--- config.mk ---
export PLATFORM = sky130hd
export DESIGN_NAME = vga_sync_monitor
export DESIGN_NICKNAME = d
export VERILOG_FILES = /design/src/rtl/vga_sync_monitor.sv
export SDC_FILE = /design/constraint.sdc
export NUM_CORES = 1
export LEC_CHECK = 0
export ABC_CLOCK_PERIOD_IN_PS = 2300
export CAP_MARGIN = 0
export CELL_PAD_IN_SITES_DETAIL_PLACEMENT = 1
export CELL_PAD_IN_SITES_GLOBAL_PLACEMENT = 1
export CORE_ASPECT_RATIO = 1.5
export CORE_MARGIN = 10
export CORE_UTILIZATION = 42
export DETAILED_ROUTE_END_ITERATION = 6
export PLACE_DENSITY = 0.82
export RECOVER_POWER = 25
export SLEW_MARGIN = 30
export SYNTH_ARGS = -nofsm -noshare
export SYNTH_HDL_FRONTEND = slang
export SYNTH_SLANG_ARGS = --single-unit
--- constraint.sdc ---
create_clock -name clk -period 2.3 [get_ports clk]
set_input_delay 0.46 -clock clk [delete_from_list [all_inputs] [get_ports clk]]
set_output_delay 0.46 -clock clk [all_outputs]
set_load 0.02 [all_outputs]
--- src/rtl/vga_sync_monitor.sv ---
// vga_sync_monitor: measures hsync period and lines per frame of an incoming
// VGA-style bus and reports whether the timing matches the expected values.
//
// Ports:
//   clk, rst      clock; asynchronous active-high reset
//   vga_in[7:0]   [0] hsync, [1] vsync, [3:2] r, [5:4] g, [7:6] b
//   clear         synchronous clear of err_cnt
//   locked        high only in the LOCKED state
//   line_len      last measured hsync period (clk cycles, saturates 1023)
//   frame_lines   last measured hsync rises per frame (saturates 255)
//   err_cnt       saturating timing-error count
//   frame_done    one-cycle pulse on each vsync rise in MEASURE/LOCKED
//   frame_crc     CRC-16-CCITT of the last complete frame's pixels
//                 (only when VGA_SYNC_MONITOR_CRC_EN is defined)
//   dbg_state     current FSM state (SEARCH=0, MEASURE=1, LOCKED=2)
//
// Optional feature macro: VGA_SYNC_MONITOR_CRC_EN.
//
// The inputs carry no handshake: vga_in is sampled every cycle, and each
// output is valid in every cycle with no ready/valid qualification.
module vga_sync_monitor #(
  parameter int EXP_LINE_CLKS   = 528,
  parameter int EXP_FRAME_LINES = 133,
  parameter int LOCK_FRAMES     = 2
) (
  input  logic        clk,
  input  logic        rst,
  input  logic [7:0]  vga_in,
  input  logic        clear,
  output logic        locked,
  output logic [9:0]  line_len,
  output logic [7:0]  frame_lines,
  output logic [7:0]  err_cnt,
  output logic        frame_done,
`ifdef VGA_SYNC_MONITOR_CRC_EN
  output logic [15:0] frame_crc,
`endif
  output logic [1:0]  dbg_state
);

  typedef enum logic [1:0] {
    SEARCH  = 2'd0,
    MEASURE = 2'd1,
    LOCKED  = 2'd2
  } state_t;

  localparam logic [9:0] EXP_LEN   = 10'(EXP_LINE_CLKS);
  localparam logic [7:0] EXP_LINES = 8'(EXP_FRAME_LINES);
  localparam logic [7:0] LOCK_N    = 8'(LOCK_FRAMES);

  state_t      state_q, state_d;
  logic [7:0]  in_q;
  logic [1:0]  sync2_q;
  logic [9:0]  line_tmr_q, line_tmr_d;
  logic [9:0]  line_len_q, line_len_d;
  logic [7:0]  line_cnt_q, line_cnt_d;
  logic [7:0]  frame_lines_q, frame_lines_d;
  logic [7:0]  err_q, err_d;
  logic [7:0]  good_q, good_d;
  logic        bad_q, bad_d;     // current frame had a bad line
  logic        skip_q, skip_d;   // current frame is partial; judge nothing
  logic        fd_q, fd_d;

  logic       h_rise, v_rise, timeout, len_bad, lines_bad, err_inc;
  logic [7:0] good_nxt;

  assign h_rise    = in_q[0] & ~sync2_q[0];
  assign v_rise    = in_q[1] & ~sync2_q[1];
  // The timer holds at 1023, so this fires once per timeout episode.
  assign timeout   = !h_rise && (line_tmr_q == 10'd1022);
  assign len_bad   = h_rise && (line_tmr_q != EXP_LEN);
  assign lines_bad = (line_cnt_q != EXP_LINES);
  assign good_nxt  = (good_q == 8'hFF) ? good_q : good_q + 8'd1;

  always_comb begin
    state_d       = state_q;
    line_tmr_d    = line_tmr_q;
    line_len_d    = line_len_q;
    line_cnt_d    = line_cnt_q;
    frame_lines_d = frame_lines_q;
    good_d        = good_q;
    bad_d         = bad_q;
    skip_d        = skip_q;
    fd_d          = 1'b0;
    err_inc       = 1'b0;

    // Timer is loaded with 1 so that at the next rise it equals the period.
    if (h_rise) begin
      line_len_d = line_tmr_q;
      line_tmr_d = 10'd1;
    end else if (line_tmr_q != 10'd1023) begin
      line_tmr_d = line_tmr_q + 10'd1;
    end

    // A coincident hsync rise is line 1 of the new frame.
    if (v_rise) begin
      frame_lines_d = line_cnt_q;
      line_cnt_d    = h_rise ? 8'd1 : 8'd0;
    end else if (h_rise && line_cnt_q != 8'hFF) begin
      line_cnt_d = line_cnt_q + 8'd1;
    end

    if (timeout) begin
      state_d = SEARCH;
      good_d  = 8'd0;
      bad_d   = 1'b0;
      skip_d  = 1'b0;
      err_inc = 1'b1;
    end else begin
      case (state_q)
        SEARCH: begin
          if (v_rise) begin
            state_d = MEASURE;
            good_d  = 8'd0;
            bad_d   = len_bad;
            skip_d  = 1'b0;
          end
        end
        MEASURE: begin
          if (v_rise) begin
            fd_d   = 1'b1;
            bad_d  = len_bad;
            skip_d = 1'b0;
            if (!skip_q) begin
              if (bad_q || lines_bad) begin
                good_d  = 8'd0;
                err_inc = 1'b1;
              end else begin
                good_d = good_nxt;
                if (good_nxt >= LOCK_N) state_d = LOCKED;
              end
            end
          end else if (len_bad) begin
            bad_d = 1'b1;
          end
        end
        LOCKED: begin
          fd_d = v_rise;
          if (len_bad || (v_rise && lines_bad)) begin
            state_d = MEASURE;
            good_d  = 8'd0;
            err_inc = 1'b1;
            bad_d   = 1'b0;
            // After a bad line the rest of this frame is partial; the error
            // is already counted, so it is neither good nor bad.
            skip_d  = len_bad;
          end
        end
        default: state_d = SEARCH;
      endcase
    end

    if (clear)                         err_d = 8'd0;
    else if (err_inc && err_q != 8'hFF) err_d = err_q + 8'd1;
    else                               err_d = err_q;
  end

  always_ff @(posedge clk or posedge rst) begin
    if (rst) begin
      state_q       <= SEARCH;
      in_q          <= 8'd0;
      sync2_q       <= 2'd0;
      line_tmr_q    <= 10'd0;
      line_len_q    <= 10'd0;
      line_cnt_q    <= 8'd0;
      frame_lines_q <= 8'd0;
      err_q         <= 8'd0;
      good_q        <= 8'd0;
      bad_q         <= 1'b0;
      skip_q        <= 1'b0;
      fd_q          <= 1'b0;
    end else begin
      state_q       <= state_d;
      in_q          <= vga_in;
      sync2_q       <= in_q[1:0];
      line_tmr_q    <= line_tmr_d;
      line_len_q    <= line_len_d;
      line_cnt_q    <= line_cnt_d;
      frame_lines_q <= frame_lines_d;
      err_q         <= err_d;
      good_q        <= good_d;
      bad_q         <= bad_d;
      skip_q        <= skip_d;
      fd_q          <= fd_d;
    end
  end

  assign locked      = (state_q == LOCKED);
  assign line_len    = line_len_q;
  assign frame_lines = frame_lines_q;
  assign err_cnt     = err_q;
  assign frame_done  = fd_q;
  assign dbg_state   = state_q;

`ifdef VGA_SYNC_MONITOR_CRC_EN
  logic [15:0] crc_q, crc_d;
  logic [15:0] frame_crc_q, frame_crc_d;

  // CRC-16-CCITT, MSB first, over the 6 colour bits {b,g,r} (bit 7 first).
  function automatic logic [15:0] crc_step(input logic [15:0] c_in,
                                           input logic [5:0]  d);
    logic [15:0] c;
    c = c_in;
    for (int i = 5; i >= 0; i--) begin
      if (c[15] ^ d[i]) c = {c[14:0], 1'b0} ^ 16'h1021;
      else              c = {c[14:0], 1'b0};
    end
    return c;
  endfunction

  // The vsync-rise cycle's pixels are the first of the new frame. The frame
  // ending at the SEARCH->MEASURE rise is partial and is not published.
  always_comb begin
    crc_d       = crc_step(v_rise ? 16'hFFFF : crc_q, in_q[7:2]);
    frame_crc_d = frame_crc_q;
    if (v_rise && state_q != SEARCH) frame_crc_d = crc_q;
  end

  always_ff @(posedge clk or posedge rst) begin
    if (rst) begin
      crc_q       <= 16'hFFFF;
      frame_crc_q <= 16'd0;
    end else begin
      crc_q       <= crc_d;
      frame_crc_q <= frame_crc_d;
    end
  end

  assign frame_crc = frame_crc_q;
`endif

endmodule

==> results of run 1 <==
report_power, final:
part           total [W]  internal [W]  leakage (nW)  switching [W]
combinational    0.00115      0.000488         0.913       0.000662
clock            0.00126      0.000785         0.132       0.000476
sequential       0.00129       0.00119         0.819      0.0000993
total            0.00370       0.00247          1.86        0.00124
path summary, 6_finish.rpt:
check | depth (start not counted) | end | slack [ps] | startpoint
worst max-delay path | 8 | good_q[7] | 110 | dbg_state[0]
worst min-delay path | 0 | sync2_q[0] | 400 | in_q[0]
worst max register to register | 8 | good_q[7] | 110 | dbg_state[0]
worst min register to register | 0 | sync2_q[0] | 400 | in_q[0]
max in group asynchronous | 3 | frame_lines[5] | 420 | rst
min in group asynchronous | 2 | err_cnt[3] | 730 | rst
cell families (layout without fill, tap and decap cells):
group | count (synthesis) | after routing | synth area share [%]
and+or+nand+nor | 166 | 166 | 25.2
AOI/OAI and AO/OA | 64 | 64 | 13.9
DFF | 61 | 61 | 47.5
buffers and inverters | 24 | 84 | 3.04
xor gates and xnor gates | 16 | 16 | 4.36
adders and majority gates | 12 | 12 | 4.67
muxes | 4 | 4 | 1.25
state kept, by name, indices dropped and copies added (netlist names):
register     cells
dbg_state        2
good_q           8
frame_done       1
line_tmr_q      10
in_q             2
line_cnt_q       8
sync2_q          2
bad_q            1
line_len        10
skip_q           1
frame_lines      8
err_cnt          8
metal layers:
layer | track usage (%) | wire, um | vias to the layer above
met5 | 0 | 0 | -
met4 | 8.14 | 259 | 0
met3 | 4.69 | 327 | 19
met2 | 30.0 | 5040 | 48
met1 | 15.0 | 3180 | 1435
li1 | - | - | 1330
per-stage QoR:
stage               power, W  hold slack [ps]  instances  utilization (%)  instance area, um2
detailed placement   0.00243              389        493             50.6                3800
global placement     0.00237              380        493             50.6                3800
floorplan            0.00198              368        347                -                3220
CTS                  0.00372              410        509             54.3                4080
finish               0.00370              400        509             54.4                4090
global route         0.00393              423        509             54.4                4090
layout make-up:
class / count / area, um2 / share of cell area (%)
clock buffers: 13 / 260 / 6.36
clock inverters: 3 / 20.0 / 0.490
inverters: 14 / 52.6 / 1.29
multi-input cells: 262 / 1620 / 39.6
flip-flops and latches: 61 / 1530 / 37.4
well taps: 102 / 128 / 3.12
repair buffers: 54 / 482 / 11.8
cells in the final DEF, fill, tap and decap left out, drive strengths merged, types with 3 or more instances in the layout:
master | synthesis | final
o21a | 3 | 3
ha | 12 | 12
nor2 | 33 | 33
inv | 14 | 14
o21ai | 19 | 19
clkbuf | 9 | 16
and4 | 6 | 6
clkdlybuf4s50 | 0 | 30
nor3 | 8 | 8
a31o | 3 | 3
and3 | 8 | 8
a21oi | 10 | 10
nor2b | 4 | 4
nand2b | 4 | 4
mux2i | 4 | 4
nand2 | 67 | 67
dlygate4sd3 | 0 | 3
o211ai | 5 | 5
o22a | 4 | 4
or3 | 3 | 3
nand4 | 10 | 10
and2 | 4 | 4
xnor2 | 5 | 5
dfrtp | 61 | 61
a31oi | 4 | 4
xor2 | 11 | 11
nand3 | 11 | 11
buf | 1 | 17
worst max-delay path: cells and delay by family (launching register included):
kind                     cells  cell delay [ps]
flip-flops                   1              450
buffers and inverters        1              120
AND/OR/NAND/NOR              3              630
AO/OA/AOI/OAI                3              630
adder cells (fa/ha/maj)      1              230
repair_timing:
item / CTS / global route
hold buffers: 0 / 0
resized for setup: 1 / 5
endpoints found under the setup margin: 1 / 8
==> results.py, run 1 <==
metrics = {
    "synth": {
        "synthDistinctLibCells": 51,
        "synth_edf_count": 0,
        "ys_top_cells_by_count": "nand2_1, dfrtp_1, nor2_1",
        "ys_seq_elements": 61,
        "synth.area.top_cells": "dfrtp_1, nand2_1, ha_1, nor2_1, xor2_1",
        "netlist_area_mm2": 0.00321,
        "synth_area_leader_cell": "dfrtp_1",
        "synth-main-ff-cell": "dfrtp_1",
        "syn_avg_cell_area_um2": 9.26,
        "synth_seq_area_share_pct": 47.5,
        "yosysMostFrequentCell": "nand2_1",
        "yosysWarnings": 0,
        "async_flop_share_pct": 100,
        "synth_nets": 370,
        "synthCells": 347,
        "synth_top_area_share_pct": 47.5,
    },
    "worst_setup_path": {
        "cp-end-kind": "flip-flop",
        "critPathLaunchType": "flip-flop",
        "cp_slowest_stage_delay_ps": 450,
        "slowest_stage": "dfrtp_2",
        "worstPathCellList": "inv_1, ha_2, nor4bb_1, a22oi_1, o211ai_2, and2_4, nor3_1, o22a_1",
        "critPathKind": "flip-flop to flip-flop",
        "cp.required_ps": 2520,
        "worstPathArrival_ps": 2420,
        "path_max_fanout": 11,
    },
    "route": {
        "wire_per_inst_um": 17.3,
        "dr.pass1.iters": 4,
        "dr_total_vias": 2832,
        "vias_per_cell": 5.56,
        "antenna_left": 0,
        "drc": 0,
        "dr.first_iter.drc_count": 113,
        "wl_mm": 8.81,
    },
    "cells_and_area": {
        "diodes": 0,
        "drive_gt1_share_pct": 10.8,
        "syn_to_final_growth_pct": 27.3,
        "layout.nets": 425,
        "fillers": 882,
    },
    "min_path": {
        "worstHoldPathType": "flip-flop to flip-flop",
    },
    "placed_design": {
        "post-place-ws_ps": 32.0,
        "dp_hpwl_mm": 6.27,
        "io_buffers": 34,
        "place_congestion": 0.814,
    },
    "grt": {
        "grt_overflow": 0,
        "grt_pass1_wl_mm": 14.9,
        "antenna_found_initial": 0,
        "grt_max_degree": 43,
        "groute.usage.overall_pct": 15.9,
        "first_global_vias": 3180,
    },
    "clock_network": {
        "clk_pin_slew_worst_paths_ps": 50,
        "clockRootBuffer": "clkbuf_16",
        "postCtsSetupRepairBufs": 0,
        "h-tree-depth": 3,
        "cts_tree": "built",
        "cts_buffer_depth": 2,
        "cts_sinks": 61,
        "numCtsBuffers": 9,
        "clkLatencyLatePin_ps": 340,
    },
    "timing": {
        "finalCriticalPeriod_ps": 2190,
        "clock_skew_ps": 4.71,
        "fmax_mhz": 456,
        "worst_pin_slew_ps": 832,
        "hold_viol": 0,
        "timing.final.crit_share_pct": 95.4,
        "fin_setup_tns_ps": 0,
        "drv_slew": 0,
        "rsz0062_at_grt": "false",
        "setup_slack_ps": 105,
        "setup-violations-final": 0,
        "maxSlewHeadroom_pct": 44.5,
    },
    "power": {
        "power_density_mw_per_mm2": 906,
        "p_leak_nw": 1.86,
        "peakVddDrop_mv": 0.435,
    },
    "floorplan": {
        "fp.dieW_um": 91.4,
        "core_mm2": 0.00751,
        "pin_count": 41,
        "fp-row-count": 39,
        "initial_core_util_pct": 42.7,
        "die_area_mm2": 0.0116,
        "die_h_um": 127,
    },
    "status": {
        "status": "finished clean",
    },
    "flow_run": {
        "cap_violations": 0,
    },
}
(Power assumes the default switching activity.)
==> run 2: changes to the inputs <==
- CELL_PAD_IN_SITES_DETAIL_PLACEMENT: 1 -> 2
- CELL_PAD_IN_SITES_GLOBAL_PLACEMENT: 1 -> 2
- CORE_UTILIZATION: 42 -> 34
- SETUP_SLACK_MARGIN: default -> 0.1
==> run 2 against run 1 <==
Compared with the run above: global-route usage decreased by 0.62 points; combinational power grew 5%; setup slack gained 68 ps; clock-buffer cell count fell by 3; critical path type unchanged; largest power group is now clock; highest routed layer unchanged.
==> results.py, run 2 (same netlist as run 1, synthesis figures left out) <==
metrics = {
    "timing": {
        "setup-violations-final": 0,
        "rsz0062_at_grt": "true",
        "drv_slew": 0,
        "worst_pin_slew_ps": 1190,
        "timing.final.crit_share_pct": 92.5,
        "fmax_mhz": 470,
        "clock_skew_ps": 7.24,
        "fin_setup_tns_ps": 0,
        "finalCriticalPeriod_ps": 2130,
        "setup_slack_ps": 173,
        "maxSlewHeadroom_pct": 20.5,
        "hold_viol": 0,
    },
    "cells_and_area": {
        "layout_common_cells": "nand2_1, dfrtp_1, nor2_1",
        "syn_to_final_growth_pct": 30.0,
        "layout_commonest_cell": "nand2_1",
        "fillers": 1013,
        "fin_cells": 522,
        "post-route-cell-area_mm2": 0.00418,
        "diodes": 0,
        "multi_input_area_mm2": 0.00166,
        "final-seq-area_mm2": 0.00153,
        "layout.nets": 428,
        "drive_gt1_share_pct": 13.9,
    },
    "worst_setup_path": {
        "worstPathArrival_ps": 2340,
        "reg2regPathDepth": 7,
        "critPathLaunchType": "flip-flop",
        "critPathKind": "flip-flop to flip-flop",
        "cp_slowest_stage_delay_ps": 580,
        "cp.required_ps": 2520,
        "cp-end-kind": "flip-flop",
        "r2r_slack_ps": 170,
        "path_max_fanout": 6,
        "worstPathCellList": "or4b_4, o31ai_4, o22ai_2, buf_4, o21ai_4, mux2i_1, nor2_1",
        "slowest_stage": "or4b_4",
    },
    "route": {
        "wire_per_inst_um": 20.1,
        "dr_total_vias": 2906,
        "antenna_left": 0,
        "vias_per_cell": 5.57,
        "dr.pass1.iters": 4,
        "drc": 0,
        "wl_mm": 10.5,
        "dr.first_iter.drc_count": 123,
    },
    "power": {
        "p_total_w": 0.00389,
        "p_leak_nw": 1.89,
        "peakVddDrop_mv": 0.564,
        "power_density_mw_per_mm2": 932,
    },
    "grt": {
        "grt_max_degree": 42,
        "first_global_vias": 3275,
        "groute.usage.overall_pct": 15.3,
        "grt_pass1_wl_mm": 17.0,
        "grt_overflow": 0,
        "antenna_found_initial": 0,
    },
    "placed_design": {
        "io_buffers": 34,
        "place_area_mm2": 0.00384,
        "place_inst": 504,
        "dp_hpwl_mm": 7.20,
        "post-place-ws_ps": 33.9,
        "place_congestion": 0.842,
    },
    "floorplan": {
        "fp.dieW_um": 99.4,
        "fp-row-count": 43,
        "initial_core_util_pct": 34.7,
        "die_area_mm2": 0.0138,
        "pin_count": 41,
        "die_h_um": 139,
        "core_mm2": 0.00925,
    },
    "status": {
        "status": "finished clean",
    },
    "min_path": {
        "worstHoldPathType": "input port to async pin",
    },
    "clock_network": {
        "cts_tree": "built",
        "numCtsBuffers": 9,
        "clockRootBuffer": "clkbuf_16",
        "cts_sinks": 61,
        "clkLatencyLatePin_ps": 340,
        "cts-hold-fix-buffers": 0,
        "clk_pin_slew_worst_paths_ps": 60,
        "h-tree-depth": 3,
        "cts_buffer_depth": 2,
    },
    "flow_run": {
        "cap_violations": 0,
    },
}
[run 2: path summary, 6_finish.rpt]
check,startpoint,end
max in group asynchronous,rst,dbg_state[0]
max reg2reg,line_tmr_q[8],err_cnt[1]
min reg2reg,in_q[0],sync2_q[0]
min,rst,line_len[8]
min in group clk,in_q[0],sync2_q[0]
max,line_tmr_q[8],err_cnt[1]
[run 2: where the power goes]
group          total, W  switching (W)  leakage, nW  internal (W)
Clock           0.00139       0.000524        0.140      0.000863
Sequential      0.00130       0.000104        0.819       0.00119
Combinational   0.00121       0.000716        0.934      0.000494
Total           0.00389        0.00134         1.89       0.00255
[run 2: per-layer routing]
layer	global-route usage (%)	routed length (um)
met1	14.6	3850
met4	7.04	267
met2	28.6	5950
met3	4.39	403
met5	0	0
[run 2: what timing repair did]
item / in CTS / in global routing
pin swaps: 0 / 6
resized for setup: 3 / 8
endpoints found under the setup margin: 8 / 16
gates cloned: 0 / 1
buffers inserted: 0 / 1
[run 2: final cells by class]
class,instances,area share [%]
clock buffer,10,5.72
clock inverter,6,1.50
inverter,14,1.26
multi-input combinational,263,39.6
sequential,61,36.6
tap,112,3.36
timing repair buffer,56,11.9
[run 2: through the flow]
step                      util (%)  hold WS [ps]
after floorplan                  -           368
after global placement        41.5           397
after detailed placement      41.5           404
after global routing          45.1           438
after CTS                     44.9           310
final                         45.1           426
[run 2: critical path: cells and delay by family (launching register included)]
family / cells / cell delay [ps]
and+or+nand+nor: 2 / 640
DFF: 1 / 390
buffers and inverters: 1 / 190
AOI/OAI and AO/OA: 3 / 570
muxes: 1 / 220
==> run 3: changes to the inputs <==
- ABC_AREA: default -> 0
- CORE_UTILIZATION: 34 -> 36
- CTS_BUF_LIST: default -> sky130_fd_sc_hd__clkbuf_4 sky130_fd_sc_hd__clkbuf_8
- PLACE_DENSITY: 0.82 -> 0.86
==> run 3 against run 2 <==
Compared with the run above: clock power down 17%; core utilization is 2.2 points higher; non-clock buffer count rose by 4; first-iteration DRC count shrank 17%.
==> results.py, run 3 (same netlist as run 1, synthesis figures left out) <==
metrics = {
    "status": {
        "status": "finished clean",
    },
    "clock_network": {
        "cts_tree": "built",
        "clk_pin_slew_worst_paths_ps": 80,
        "clockRootBuffer": "clkbuf_8",
        "cts_buffer_depth": 2,
        "clkLatencyLatePin_ps": 360,
        "h-tree-depth": 3,
        "numCtsBuffers": 9,
        "cts_sinks": 61,
    },
    "route": {
        "dr_total_vias": 2894,
        "dr.pass1.iters": 4,
        "drc": 0,
        "wl_mm": 10.6,
        "dr.first_iter.drc_count": 102,
        "antenna_left": 0,
        "wire_per_inst_um": 20.3,
        "vias_per_cell": 5.54,
    },
    "power": {
        "p_total_w": 0.00375,
        "peakVddDrop_mv": 0.533,
        "clkPwrFrac_pct": 30.6,
        "seqPwrFrac_pct": 34.8,
        "power.switching_w": 0.00132,
        "p_leak_nw": 1.88,
        "pwr-share-comb_pct": 34.6,
        "power_density_mw_per_mm2": 902,
        "sw_frac_of_total_pct": 35.2,
        "p_int_w": 0.00243,
    },
    "cells_and_area": {
        "layout_common_cells": "nand2_1, dfrtp_1, nor2_1",
        "drive_gt1_share_pct": 15.3,
        "layout.nets": 431,
        "final_core_util_pct": 47.3,
        "syn_to_final_growth_pct": 29.3,
        "layout_commonest_cell": "nand2_1",
        "diodes": 0,
        "fin_cells": 522,
    },
    "grt": {
        "grt_max_degree": 62,
        "grt_pass1_wl_mm": 16.6,
        "groute.usage.overall_pct": 15.5,
        "grt_overflow": 0,
        "first_global_vias": 3243,
        "antenna_found_initial": 0,
    },
    "worst_setup_path": {
        "cp-end-kind": "flip-flop",
        "path_max_fanout": 5,
        "cp_slowest_stage_delay_ps": 460,
        "worstPathCellList": "inv_2, ha_4, nor4bb_1, a22oi_2, o211ai_1, a31o_2, nor3_1, a211oi_1",
        "worstPathArrival_ps": 2470,
        "critPathKind": "flip-flop to flip-flop",
        "cp.required_ps": 2550,
        "slowest_stage": "dfrtp_2",
        "critPathLaunchType": "flip-flop",
    },
    "timing": {
        "fin_setup_tns_ps": 0,
        "clock_skew_ps": 11.0,
        "fmax_mhz": 451,
        "rsz0062_at_grt": "true",
        "maxSlewHeadroom_pct": 71.1,
        "timing.final.crit_share_pct": 96.4,
        "drv_slew": 0,
        "setup_slack_ps": 82.9,
        "setup-violations-final": 0,
        "hold_viol": 0,
        "finalCriticalPeriod_ps": 2220,
        "worst_pin_slew_ps": 427,
    },
    "placed_design": {
        "place_inst": 502,
        "io_buffers": 34,
        "dp_hpwl_mm": 6.85,
        "post-place-ws_ps": 79.2,
        "place_congestion": 0.803,
    },
    "floorplan": {
        "die_area_mm2": 0.0132,
        "initial_core_util_pct": 36.6,
        "core_mm2": 0.00878,
        "die_h_um": 136,
        "fp.dieW_um": 97.1,
        "fp-row-count": 42,
        "pin_count": 41,
    },
    "min_path": {
        "worstHoldPathType": "flip-flop to flip-flop",
    },
    "flow_run": {
        "cap_violations": 0,
    },
}
==> run 3: cell type report <==
class,count,area (um2)
clock buffers,12,165
clock inverters,3,67.6
fillers,927,4620
inverters,14,52.6
multi-input cells,262,1650
flip-flops and latches,61,1530
well taps,110,138
repair buffers,60,551
==> run 3: path summary, 6_finish.rpt <==
kind / end / slack [ps] / start / depth (start not counted)
setup / recovery: dbg_state[0] / 80 / dbg_state[0] / 8
hold / removal: sync2_q[0] / 430 / in_q[0] / 0
setup reg to reg: dbg_state[0] / 80 / dbg_state[0] / 8
hold reg to reg: sync2_q[0] / 430 / in_q[0] / 0
max in group asynchronous: line_tmr_q[0] / 1370 / rst / 3
min in group asynchronous: skip_q / 630 / rst / 3
==> run 3: timing repair <==
| action | CTS | global route |
|---|---|---|
| endpoints found under the setup margin | 5 | 18 |
| gates resized for setup | 2 | 14 |
| hold buffers | 0 | 0 |
| pin swaps | 1 | 7 |
| endpoints found under the hold margin | 0 | 0 |
| setup buffers | 1 | 4 |
==> run 3: power by group through the flow <==
| stage | sequential, W | combinational [W] | clock [W] |
|---|---|---|---|
| 2_1_floorplan | 0.00139 | 0.000606 | 0 |
| 3_5_place_dp | 0.00131 | 0.00116 | 0 |
| 3_3_place_gp | 0.00130 | 0.00111 | 0 |
| 4_1_cts | 0.00130 | 0.00120 | 0.00117 |
| 5_1_grt | 0.00132 | 0.00141 | 0.00122 |
| 6_report | 0.00130 | 0.00130 | 0.00115 |
==> run 3: layer usage <==
layer	wire length [um]	part of all wire (%)	track usage, %
met4	355	3.4	7.65
met5	0	0	0
met3	393	3.7	4.03
met1	4020	38	15.1
met2	5820	55	29.4
==> run 3: stage by stage <==
stage               instance area, um2  hold WS (ps)
global route                      4150           452
global placement                  3830           400
floorplan                         3230           368
finish                            4150           430
CTS                               4080           423
detailed placement                3830           408
==> run 3: worst max-delay path, delay by kind of cell, from the launching register on <==
kind	cells	cell delay (ps)
compound gates	4	860
fa+ha+maj	1	170
buf+inv	1	110
flops	1	460
simple gates	2	490
